**src/rtl/rx_sync_pkg.sv**
```systemverilog
// Shared definitions for the receive-side lane-alignment logic: FSM state
// encoding and the default alignment/idle symbol. Also imported by the
// phy_rx top-level status logic, so the encodings here are part of the
// external state port contract.
package rx_sync_pkg;

  // FSM state encoding (2-bit, exported on the state port)
  localparam logic [1:0] ST_SEARCH = 2'd0;
  localparam logic [1:0] ST_COUNT  = 2'd1;
  localparam logic [1:0] ST_ACTIVE = 2'd2;

  // Default alignment / idle symbol
  localparam logic [7:0] COM_DEFAULT = 8'hBC;

endpackage

```
**src/rtl/sat_counter.sv**
```systemverilog
// Saturating up-counter with synchronous clear. Clear has priority over
// increment; once the count reaches all-ones further increments are ignored.
module sat_counter #(
  parameter int unsigned W = 4
) (
  input  logic         clk,
  input  logic         rst_n,
  input  logic         inc,
  input  logic         clr,
  output logic [W-1:0] cnt
);

  logic [W-1:0] cnt_q;
  logic [W-1:0] cnt_d;

  // Next count: clear wins, otherwise increment unless already saturated
  always_comb begin
    cnt_d = cnt_q;
    if (clr) begin
      cnt_d = '0;
    end else if (inc && (cnt_q != {W{1'b1}})) begin
      cnt_d = cnt_q + 1'b1;
    end
  end

  // Count register with asynchronous active-low reset
  always_ff @(posedge clk or negedge rst_n) begin
    if (!rst_n) begin
      cnt_q <= '0;
    end else begin
      cnt_q <= cnt_d;
    end
  end

  assign cnt = cnt_q;

endmodule

```
**src/rtl/rx_sync_ctrl.sv**
```systemverilog
// Lane-alignment controller in front of the phy_rx byte demux.
// SEARCH -> COUNT -> ACTIVE after SYNC_COMS consecutive valid COM bytes
// (gaps with valid_in=0 do not break a run). In ACTIVE only non-COM bytes
// are forwarded, with a one-cycle registered latency. LOSS_CYCLES
// consecutive idle cycles in ACTIVE drop back to SEARCH.
// Optional build macro RX_SYNC_LOSSCNT_EN: when defined, loss_cnt is a
// saturating count of ACTIVE->SEARCH loss events; otherwise it reads 0.
module rx_sync_ctrl
  import rx_sync_pkg::*;
#(
  parameter int unsigned SYNC_COMS   = 4,
  parameter int unsigned LOSS_CYCLES = 16,
  parameter logic [7:0]  COM         = COM_DEFAULT
) (
  input  logic       clk_4f,
  input  logic       reset,
  input  logic       enable,
  input  logic [7:0] data_in,
  input  logic       valid_in,
  output logic [7:0] data_out,
  output logic       valid_out,
  output logic       sync_active,
  output logic       idle,
  output logic [1:0] state,
  output logic [3:0] loss_cnt
);

  // com_cnt value that, with one more COM, completes the sync run
  localparam logic [3:0] SYNC_LAST = 4'(SYNC_COMS - 1);
  // gap_cnt value that, with one more idle cycle, triggers loss of sync
  localparam logic [7:0] GAP_LAST  = 8'(LOSS_CYCLES - 1);

  logic [1:0] state_q,       state_d;
  logic [3:0] com_cnt_q,     com_cnt_d;
  logic [7:0] data_out_q,    data_out_d;
  logic       valid_out_q,   valid_out_d;
  logic       sync_active_q, sync_active_d;
  logic       idle_q,        idle_d;

  logic       is_com;
  logic       in_active;
  logic       loss_hit;
  logic       gap_inc;
  logic       gap_clr;
  logic [7:0] gap_cnt;

  assign is_com    = valid_in && (data_in == COM);
  assign in_active = (state_q == ST_ACTIVE);

  // Loss fires on the idle cycle that completes LOSS_CYCLES gaps; a
  // deasserted enable masks it so no loss is counted in that case.
  assign loss_hit = enable && in_active && !valid_in && (gap_cnt == GAP_LAST);

  // Gap counter only runs on idle cycles in ACTIVE and restarts on any
  // valid byte, on loss, on disable, and whenever sync is not held.
  assign gap_inc = enable && in_active && !valid_in && !loss_hit;
  assign gap_clr = !enable || !in_active || valid_in || loss_hit;

  sat_counter #(
    .W (8)
  ) u_gap_cnt (
    .clk   (clk_4f),
    .rst_n (reset),
    .inc   (gap_inc),
    .clr   (gap_clr),
    .cnt   (gap_cnt)
  );

`ifdef RX_SYNC_LOSSCNT_EN
  // Loss events accumulate until reset; nothing else clears them
  sat_counter #(
    .W (4)
  ) u_loss_cnt (
    .clk   (clk_4f),
    .rst_n (reset),
    .inc   (loss_hit),
    .clr   (1'b0),
    .cnt   (loss_cnt)
  );
`else
  assign loss_cnt = 4'h0;
`endif

  // Next-state and COM run length; enable=0 overrides every transition
  always_comb begin
    state_d   = state_q;
    com_cnt_d = com_cnt_q;
    if (!enable) begin
      state_d   = ST_SEARCH;
      com_cnt_d = '0;
    end else begin
      case (state_q)
        ST_SEARCH: begin
          com_cnt_d = '0;
          if (is_com) begin
            if (SYNC_LAST == 4'd0) begin
              state_d = ST_ACTIVE;
            end else begin
              state_d   = ST_COUNT;
              com_cnt_d = 4'd1;
            end
          end
        end
        ST_COUNT: begin
          if (valid_in) begin
            if (!is_com) begin
              state_d   = ST_SEARCH;
              com_cnt_d = '0;
            end else if (com_cnt_q == SYNC_LAST) begin
              state_d   = ST_ACTIVE;
              com_cnt_d = '0;
            end else begin
              com_cnt_d = com_cnt_q + 4'd1;
            end
          end
        end
        ST_ACTIVE: begin
          com_cnt_d = '0;
          if (loss_hit) begin
            state_d = ST_SEARCH;
          end
        end
        default: begin
          state_d   = ST_SEARCH;
          com_cnt_d = '0;
        end
      endcase
    end
  end

  // Forwarding path: only non-COM bytes seen while already ACTIVE are
  // passed on, so the COM completing sync is never forwarded. data_out
  // holds its last forwarded value otherwise.
  always_comb begin
    data_out_d    = data_out_q;
    valid_out_d   = 1'b0;
    idle_d        = 1'b0;
    sync_active_d = (state_d == ST_ACTIVE);
    if (enable && in_active) begin
      if (valid_in) begin
        if (is_com) begin
          idle_d = 1'b1;
        end else begin
          valid_out_d = 1'b1;
          data_out_d  = data_in;
        end
      end else if (!loss_hit) begin
        idle_d = idle_q;
      end
    end
  end

  // State and output registers with asynchronous active-low reset
  always_ff @(posedge clk_4f or negedge reset) begin
    if (!reset) begin
      state_q       <= ST_SEARCH;
      com_cnt_q     <= '0;
      data_out_q    <= 8'h00;
      valid_out_q   <= 1'b0;
      sync_active_q <= 1'b0;
      idle_q        <= 1'b0;
    end else begin
      state_q       <= state_d;
      com_cnt_q     <= com_cnt_d;
      data_out_q    <= data_out_d;
      valid_out_q   <= valid_out_d;
      sync_active_q <= sync_active_d;
      idle_q        <= idle_d;
    end
  end

  assign data_out    = data_out_q;
  assign valid_out   = valid_out_q;
  assign sync_active = sync_active_q;
  assign idle        = idle_q;
  assign state       = state_q;

endmodule

```
**config.mk**
```make
export PLATFORM = sky130hd
export DESIGN_NAME = rx_sync_ctrl
export DESIGN_NICKNAME = d
export VERILOG_FILES = /design/src/rtl/rx_sync_pkg.sv /design/src/rtl/sat_counter.sv /design/src/rtl/rx_sync_ctrl.sv
export SDC_FILE = /design/constraint.sdc
export NUM_CORES = 1
export LEC_CHECK = 0
export ABC_AREA = 1
export CAP_MARGIN = 20
export CORE_MARGIN = 3
export CORE_UTILIZATION = 35
export CTS_BUF_LIST = sky130_fd_sc_hd__clkbuf_16
export CTS_CLUSTER_SIZE = 28
export DETAILED_ROUTE_END_ITERATION = 12
export PLACE_DENSITY = 0.58
export SLEW_MARGIN = 0
export SYNTH_ARGS = -nofsm -noshare
export SYNTH_HDL_FRONTEND = slang
export SYNTH_SLANG_ARGS = --single-unit
```
**constraint.sdc**
```tcl
create_clock -name clk_4f -period 1.5 [get_ports clk_4f]
set_input_delay 0.15 -clock clk_4f [delete_from_list [all_inputs] [get_ports clk_4f]]
set_output_delay 0.15 -clock clk_4f [all_outputs]
set_load 0.03 [all_outputs]
```
# --- After elaboration in Yosys (flattened, before gate mapping) ---
# Cells that the tools add are included.
word_totals:
  regBits: 25
  out_inout_bits: 17
classes:
  bitwise_logic: 1
  add_sub_neg: 2
  reduce_logical: 16
  muxes: 22
  eq_ne: 9
ops:
  columns: ["op", "count"]
  rows:
  - ["4-bit two-way mux", 4]
  - ["8-bit two-way mux", 2]
  - ["2-bit two-way mux", 6]
  - ["8-bit by 1-bit adder with 8-bit output, second input constant", 1]
  - ["8-bit by 4-bit == test with 1-bit output, second input constant", 1]
  - ["8-bit == test, second input constant", 1]
  - ["1-bit two-way mux", 8]
  - ["8-bit != test, second input constant", 1]
  - ["4-bit one-hot mux with 2 select lines", 1]
  - ["1-bit logical AND", 6]
  - ["3-bit != test, second input constant", 2]
  - ["2-bit one-hot mux with 3 select lines", 1]
  - ["4-bit by 1-bit adder with 4-bit output, second input constant", 1]
  - ["2-bit == test, second input constant", 2]
  - ["4-bit by 2-bit == test with 1-bit output, second input constant", 1]
  - ["1-bit zero test", 4]
  - ["1-bit logical OR", 3]
  - ["3-bit AND reduction", 1]
  - ["2-bit by 1-bit == test with 1-bit output, second input constant", 1]
  - ["2-bit zero test", 1]
  - ["2-bit nonzero test", 1]
  - ["1-bit NOT", 1]

# --- Longest topological paths before layout ---
# Gate-level depths: netlist of run 1.
depth:
  word_depth: 9
  ltp_mapped: 8

# --- Cells and area by module ---
# Synthesis of run 1 repeated with hierarchy kept, for this count alone.
hier_totals:
  hier_cells: 197
  hier_area_um2: 1466.4
modules_own_cells:
  columns: ["mod", "instances", "cells_each", "area_each_um2"]
  rows:
  - ["rx_sync_ctrl", 1, 123, 954.7]
  - ["sat_counter", 1, 74, 511.7]

# --- Worst setup path before layout of run 1 ---
# OpenSTA, ideal clock, no wires.
synth_path:
  kind: "register -> register"
  startpoint: "register state_q[0] (netlist: state[0])"
  endpoint: "register u_gap_cnt.cnt_q[5] (netlist: u_gap_cnt.cnt[5])"
  t_arrival_ps: 1184
  t_required_ps: 1424
  synth_period_minus_slack_ps: 1261
  setup_ps: 76
  path_slack_ps: 239
  path_stages_with_launch: 8
  cell_sequence: "dfrtp_1 > inv_1 > nand2_1 > inv_1 > nand3_1 > nor2_4 > inv_2 > o21ai_1"
synth_between:
  elab_chain_len: 8
  word_cells_on_any_way: 13
  cone_classes: "1 x eq/ne; 1 x mux; 11 x reduce/logical"
synth_rtl:
  columns: ["element", "line", "source"]
  rows:
  - ["start: declaration", "rx_sync_ctrl.sv:33", "logic [1:0] state_q, state_d;"]
  - ["start signal: assignment", "rx_sync_ctrl.sv:163", "state_q <= state_d;"]
  - ["2-bit == test *", "rx_sync_ctrl.sv:48", "assign in_active = (state_q == ST_ACTIVE);"]
  - ["1-bit logical AND (2 in a row)", "rx_sync_ctrl.sv:52, rx_sync_ctrl.sv:56", null]
  - ["1-bit logical AND", "rx_sync_ctrl.sv:52", "assign loss_hit = enable && in_active && !valid_in && (gap_cnt == GAP_LAST);"]
  - ["1-bit zero test", null, null]
  - ["1-bit logical AND", "rx_sync_ctrl.sv:56", "assign gap_inc = enable && in_active && !valid_in && !loss_hit;"]
  - ["1-bit logical AND", "sat_counter.sv:21", "end else if (inc && (cnt_q != {W{1'b1}})) begin"]
  - ["2-bit nonzero test (no source line)", null, null]
  - ["end signal: assignment", "sat_counter.sv:31", "cnt_q <= cnt_d;"]
  - ["end: declaration", "sat_counter.sv:13", "logic [W-1:0] cnt_q;"]
# Every way passes the cells marked *; elsewhere a longest branch is shown, timed or not.
# A chain may end at the register's enable or synchronous reset.

# --- Final worst setup path of run 1 ---
layout_path:
  startpoint: "register idle_q (netlist: idle)"
  endpoint: "output idle"
layout_rtl:
  columns: ["element", "line", "source"]
  rows:
  - ["start: declaration", "rx_sync_ctrl.sv:38", "logic idle_q, idle_d;"]
  - ["start signal: assignment", "rx_sync_ctrl.sv:168", "idle_q <= idle_d;"]
  - ["end: declaration", "rx_sync_ctrl.sv:23", "output logic idle,"]
# No word-level cell between the ends.

==> results.txt, run 1 <==
The number of instances in the synthesized netlist is 168. The library cell used most frequently in the layout, excluding fill and tap cells, is sky130_fd_sc_hd__nand2_1. The mean cell area of the mapped netlist came out at roughly 8.1 sq um. The number of remaining DRC errors is 0. The final clock period utilization by the worst path is 0.9712. The number of core rows is 22. The post-CTS setup repair buffer count is 0. The post-synthesis to final-layout area growth is 29.16%. The time the worst path needs with I/O delays and setup came out at about 1500 ps. The initial antenna violation count came out at 0. The floorplan step defined a core boundary enclosing 3716 sq um.

The critical path's top delay family is buffers and inverters. The detailed router placed between 1000 and 1500 vias in this run. The worst register-to-register path ends at u_gap_cnt.cnt[5]. The die outline area is between 4000 and 5000 sq um. The worst register-to-register path begins at u_gap_cnt.cnt[0]. The maximum buffer depth of the clock tree came out at 2. The final wirelength came out at roughly 2900 um. Detailed placement ended at an HPWL of 2212 um. The number of flip-flops and latches in the synthesized netlist came out at 25. In this run the static leakage power is just under 0.0009 uW. The met1 layer usage reported by global route came out at 0.1872. The worst setup path is launched from a flop. Once layout is complete, the utilization of the core stands at 0.4727. The root cell of the clock tree is sky130_fd_sc_hd__clkbuf_16. The slowest stage of the critical path is the sky130_fd_sc_hd__clkdlybuf4s50_1 cell.

The max-capacitance violation count is 0. In this design, the stage delay of the slowest critical-path cell is ~680 ps. The post-CTS clock slew at the launch and capture registers of the worst setup and hold paths came out at about 60 ps. The final-layout setup total negative slack is 0 ps.

The met2 global-route usage came out at 0.2347. The simple-gate area share of the yosys netlist came out at 0.3128. TritonCTS created 3 clock buffers. In this run the tool buffered the top-level ports with 24 buffer cells. The die span in y is around 68 um.

The layer with the highest usage after global routing is met2. The detailed router finished its first iteration with 68 violations. The worst endpoint data arrival time is ~1300 ps. The layout cell share with drive strength beyond 1 came out at 0.1300. The number of setup violations in the final report is 0. The total track usage is 0.1445. The number of nets in the finished design is approximately 220. For this run, the top clock speed supported by timing is roughly 690 MHz. The worst setup timing slack at the placement stage came out at between 20 and 30 ps.

Of the post-synthesis cell area, the dominant cell type holds 0.4600. The main combinational cell family by area after synthesis is simple AND/OR/NAND/NOR gates. Setup repair after global routing left no endpoint under its margin. The worst-case vdd ir drop is 0.0006540 V. The final hold violation count came out at 0. The overall die width is roughly 68 um.

The power density over cell area is about 780 nW/um^2. Of all cell types, the one taking the most synthesized area is sky130_fd_sc_hd__dfrtp_1. The unique cell type count in the Yosys netlist is 28.

The global-route met3 utilization is 0.04269. Counting both buffers and inverters, the worst setup path holds a total of 1. The number of optimization iterations in the first detailed-route pass came out at 4. The number of global-route vias before repair came out at 1112. The share of synthesized area spent on multiplexers came out at 0. The weighted congestion reported at the end of routability-driven placement is around 0.91. The worst min-delay path category is in -> async. The required time of the worst setup path came out at 1350 ps. The peak fanout along the critical path came out at 2. Using the TritonRoute via totals, the vias-per-cell ratio works out to about 4.7. 0 antenna diodes ended up in the layout.

The initial utilization of the core area, before any placement, comes to 0.3660. Setup slack closes at approximately 43 ps. For this run, the number of Yosys warnings is 0. The remaining antenna violation count came out at 0. The routed length per instance is 11.63 um. Buffers inserted to repair hold after CTS numbered 0. Of the total synthesized cell area, the portion taken by XOR and XNOR cells is 0.03220. The first global-routing pass estimated approximately 5000 um of wire.

The share of the synthesized area in compound gates (AO/OA/AOI/OAI) is 0.08464. The run finished with clean final reports. TritonCTS built the clock tree. Walking the worst path, the cells encountered are clkdlybuf4s50_1. In the layout the commonest cells are sky130_fd_sc_hd__nand2_1 (50), sky130_fd_sc_hd__dfrtp_1 (25), sky130_fd_sc_hd__clkdlybuf4s50_1 (22).

The global route total overflow came out at 0. The clock latency reported for the late side of the worst-skew pair is approximately 260 ps. The post-synthesis adder-cell area fraction came out at 0.01840. Clock skew on the completed layout was measured at 2.762 ps. The logic depth of the worst register-to-register path is 6. Pin placement for this block handled 29 I/O pins. The critical path is of the reg -> out type. The register-to-register path setup slack is about 140 ps. The count of pins over their slew limit came out at 0.

In the post-synthesis netlist, the biggest area contributors are sky130_fd_sc_hd__dfrtp_1 (46%), sky130_fd_sc_hd__nand2_1 (14%), sky130_fd_sc_hd__inv_1 (5.2%). In this run the number of H-tree levels came out at 1. The element type at the critical path end is an output port. The cell area after synthesis came out at about 1400 sq um.

The pin count of the biggest net entering global routing is 26. The sequential area share after synthesis came out at 0.4600. The number of sinks on the clock net came out at 25.
==> final cells by class <==
cell class,instances,area [sq um]
fill,393,1959
sequential,25,625.6
multi-input combinational,120,624.3
timing repair buffer,30,286.5
inverter,21,80.08
clock buffer,3,75.07
tap,48,60.06
clock inverter,1,5.005
==> cell usage after synthesis <==
| library cell | count |
|---|---|
| sky130_fd_sc_hd__nor3_1 | 1 |
| sky130_fd_sc_hd__o21ai_2 | 1 |
| sky130_fd_sc_hd__conb_1 | 1 |
| sky130_fd_sc_hd__nand3_4 | 1 |
| sky130_fd_sc_hd__nand4_1 | 6 |
| sky130_fd_sc_hd__inv_2 | 1 |
| sky130_fd_sc_hd__nor3_2 | 1 |
| sky130_fd_sc_hd__nor2_4 | 3 |
| sky130_fd_sc_hd__a21oi_2 | 1 |
| sky130_fd_sc_hd__nor2_1 | 15 |
| sky130_fd_sc_hd__nor3_4 | 1 |
| sky130_fd_sc_hd__ha_1 | 2 |
| sky130_fd_sc_hd__nand2_2 | 4 |
| sky130_fd_sc_hd__buf_6 | 1 |
| sky130_fd_sc_hd__clkinv_2 | 1 |
| sky130_fd_sc_hd__buf_4 | 4 |
| sky130_fd_sc_hd__nand3_1 | 4 |
| sky130_fd_sc_hd__nand2_1 | 50 |
| sky130_fd_sc_hd__o21ai_0 | 9 |
| sky130_fd_sc_hd__nand3_2 | 1 |
| sky130_fd_sc_hd__o21ai_1 | 2 |
| sky130_fd_sc_hd__xnor2_1 | 3 |
| sky130_fd_sc_hd__o31ai_1 | 1 |
| sky130_fd_sc_hd__dfrtp_1 | 25 |
| sky130_fd_sc_hd__a21oi_1 | 7 |
| sky130_fd_sc_hd__inv_1 | 19 |
| sky130_fd_sc_hd__xor2_1 | 2 |
| sky130_fd_sc_hd__nor2_2 | 1 |
==> state kept, by name, summed over array words and instances, names as in the netlist <==
| signal | count |
|---|---|
| data_out | 8 |
| sync_active | 1 |
| state | 2 |
| idle | 1 |
| valid_out | 1 |
| u_gap_cnt.cnt | 8 |
| com_cnt_q | 4 |
==> layer usage <==
metal  up-vias  wire length, um
li1        586                -
met1       544             1353
met2        25             1378
met3         2              135
met4         0               18
met5         -                0
==> metrics by stage <==
stage | power [uW] | cell area (sq um) | hold slack [ps] | std cells
final | 1362 | 1757 | 254.6 | 248
after global routing | 1423 | 1757 | 293.4 | 248
after CTS | 1387 | 1754 | 264.3 | 248
after global placement | 784.1 | 1675 | 486.2 | 244
after detailed placement | 785.3 | 1675 | 492.2 | 244
after floorplan | 731.3 | 1371 | -145.6 | 171
==> cells by family after synthesis <==
logic type | count (synthesis)
xor gates and xnor gates | 5
adders and majority gates | 2
AOI/OAI and AO/OA | 21
other | 1
DFF | 25
buffers and inverters | 26
and+or+nand+nor | 88
==> how the worst max path moves through the flow <==
stage / cells past startpoint / startpoint / slack, ps / to
floorplan: 7 / state[0] / 240 / u_gap_cnt.cnt[5]
global placement: 8 / data_in[3] / 40 / data_out[4]
detailed placement: 8 / data_in[4] / 30 / data_out[5]
CTS: 1 / state[1] / 30 / state[1]
global route: 1 / data_out[6] / 0.3 / data_out[6]
finish: 1 / idle / 40 / idle
==> what timing repair did <==
action | in CTS | in global routing
hold endpoints to repair | 0 | 0
resized for setup | 1 | 1
endpoints found under the setup margin | 1 | 1
==> power breakdown <==
group | total (uW) | switching, uW | internal, uW | leakage, uW
clock | 591 | 232 | 359 | 0.0000409
combinational | 97.3 | 56.6 | 40.7 | 0.000482
sequential | 674 | 0.0735 | 674 | 0.000349
No activity file was read; power rests on OpenSTA's default activity.
==> run 2, diff against run 1 <==
- HOLD_SLACK_MARGIN: unset -> 0.15
==> results of run 2 <==
Same layout as run 1: the final DEF is identical, and so are final timing and power.
==> run 3, diff against run 2 <==
- PLACE_DENSITY: 0.58 -> unset
- PLACE_DENSITY_LB_ADDON: unset -> 0.2
==> results.txt, run 3 (synthesis results as in run 1) <==
The number of setup violations in the final report came out at 0. On the final layout, the worst hold slack is 257.8 ps. Leaving out fill and tap cells, the most frequent cells in the layout are sky130_fd_sc_hd__nand2_1 (50), sky130_fd_sc_hd__dfrtp_1 (25), sky130_fd_sc_hd__clkdlybuf4s50_1 (23). The diode insertion count for antenna repair came out at 0.

The number of buffers inserted during clock tree synthesis came out at 3. In this run, the number of DRC markers left after iteration 0 of detailed routing was roughly 40. Counting I/O delays and the setup requirement, the final critical path takes around 1500 ps.

Traced cell by cell, the critical path runs through clkdlybuf4s50_1. The total number of vias came out at about 1100. For the worst setup path, the data arrival time is 1310 ps. The worst setup path category is reg -> out. The critical path buffer and inverter count is 1. The core region is approximately 3700 sq um. The total instance count after detailed placement came out at 242. The maximum buffer depth of the clock tree is 2.

The initial antenna violation count is 0. The number of core rows came out at 22. The library cell used most frequently in the layout, excluding fill and tap cells, is sky130_fd_sc_hd__nand2_1. The layout cell share with drive strength beyond 1 came out at 0.1212.

The initial utilization of the core area, before any placement, comes to 0.3660. In this run the number of cells on the critical path is 1. Routability-driven placement finished with a final weighted congestion of approximately 0.84. The number of global-route vias before repair is about 1200.

The clock latency reported for the late side of the worst-skew pair came out at 260 ps. The number of sinks on the clock net came out at 25. The number of I/O port buffers came out at 24. The wire length of the first global-routing pass came out at between 4000 and 5000 um. The peak fanout along the critical path came out at 3.

The remaining antenna violation count came out at 0. The highest clock rate came out at 683.7 MHz. The HPWL after detailed placement came out at 2137 um. Summed over all failing endpoints, the final setup total negative slack is 0 ps. The total track usage came out at 0.1435. The count of pins on the block boundary is 29.

The tightest min-delay check is of the in -> async type. The worst clock skew is roughly 1.8 ps. The required time of the worst setup path came out at roughly 1400 ps. The number of optimization iterations in the first detailed-route pass came out at 4. In this run the horizontal extent of the chip is 68.34 um. The leakage component of the power is about 0.00086 uW. The die outline area is around 4700 sq um. For this design, the slowest cell found on the critical path is sky130_fd_sc_hd__clkdlybuf4s50_1. The H-tree level count is 1. The number of nets in the finished design is ~210.

The logic depth of the worst register-to-register path is 7. The run finished with clean final reports. The number of filler cells placed in the layout came out at 373. The stage delay of the slowest cell on the critical path is about 700 ps. The final hold violation count is 0. The final wirelength is between 2000 and 3000 um. The count of pins over their slew limit came to 0. The routed length per instance came out at about 11 um. The filler-free cell count of the finished design is approximately 250. Setup repair after global routing left no endpoint under its margin. The tree is rooted in a sky130_fd_sc_hd__clkbuf_16. The ratio of routed vias to standard cells is ~4.6.

The worst-case vdd ir drop came out at roughly 0.00050 V. The final clock period utilization by the worst path is 0.9751. The critical path's top delay family is buffers and inverters. The global route total overflow is 0. STA classifies the critical path endpoint as an output port. The die span in y is 68.34 um. Entering global routing, the biggest net connects 26 pins.

Max-cap violations in this run came to 0. Clock-pin slew was measured on the worst setup and hold paths at roughly 60 ps. TritonCTS built the clock tree. The number of remaining DRC errors came out at 0. The type of element launching the critical path is a flop. Dividing total power by cell area gives a power density of roughly 780 nW/um^2. The post-synthesis to final-layout area growth came out at 28.15%.
==> run 3: power breakdown <==
part	total, uW	internal (uW)	switching [uW]
Clock	586	359	228
Combinational	92.8	37.5	55.3
Sequential	674	674	0.0614
==> run 3: metal layers <==
metal	share of wire	routed length (um)	up-vias	GRT usage
met5	0	0	-	0
met4	0.018	50	0	0.06700
met2	0.48	1333	23	0.2274
li1	-	-	584	-
met1	0.47	1298	524	0.1882
met3	0.034	95	4	0.02627
==> run 3: worst paths after layout <==
kind	slack [ps]	end	startpoint
max	40	state[1]	state[1]
max reg2reg	150	u_gap_cnt.cnt[0]	u_gap_cnt.cnt[0]
min reg2reg	510	data_out[3]	data_out[3]
min	260	u_gap_cnt.cnt[3]	reset
min in group clk_4f	470	data_out[3]	data_in[3]
max in group asynchronous	1000	data_out[6]	reset
==> run 3: layout make-up <==
class	count	area, sq um	share of cell area
clock buffer	3	75.07	0.04307
clock inverter	1	5.005	0.002872
inverter	21	80.08	0.04594
multi-input combinational	120	624.3	0.3582
sequential	25	625.6	0.3589
tap	48	60.06	0.03446
timing repair buffer	28	272.8	0.1565
==> run 3: repair_timing <==
item,CTS,global route
gates resized for setup,0,1
hold buffers,0,0
setup endpoints to repair,0,1
buffers inserted,0,0
==> run 3: metrics by stage <==
stage / utilization / power (uW) / cell area [sq um] / setup slack (ps)
global route: 0.4690 / 1400 / 1743 / 9.951
detailed placement: 0.4468 / 781.1 / 1660 / 14.63
floorplan: - / 731.3 / 1371 / 239.3
global placement: 0.4468 / 780.8 / 1660 / 3.509
finish: 0.4690 / 1354 / 1743 / 37.30
CTS: 0.4684 / 1369 / 1740 / 19.22
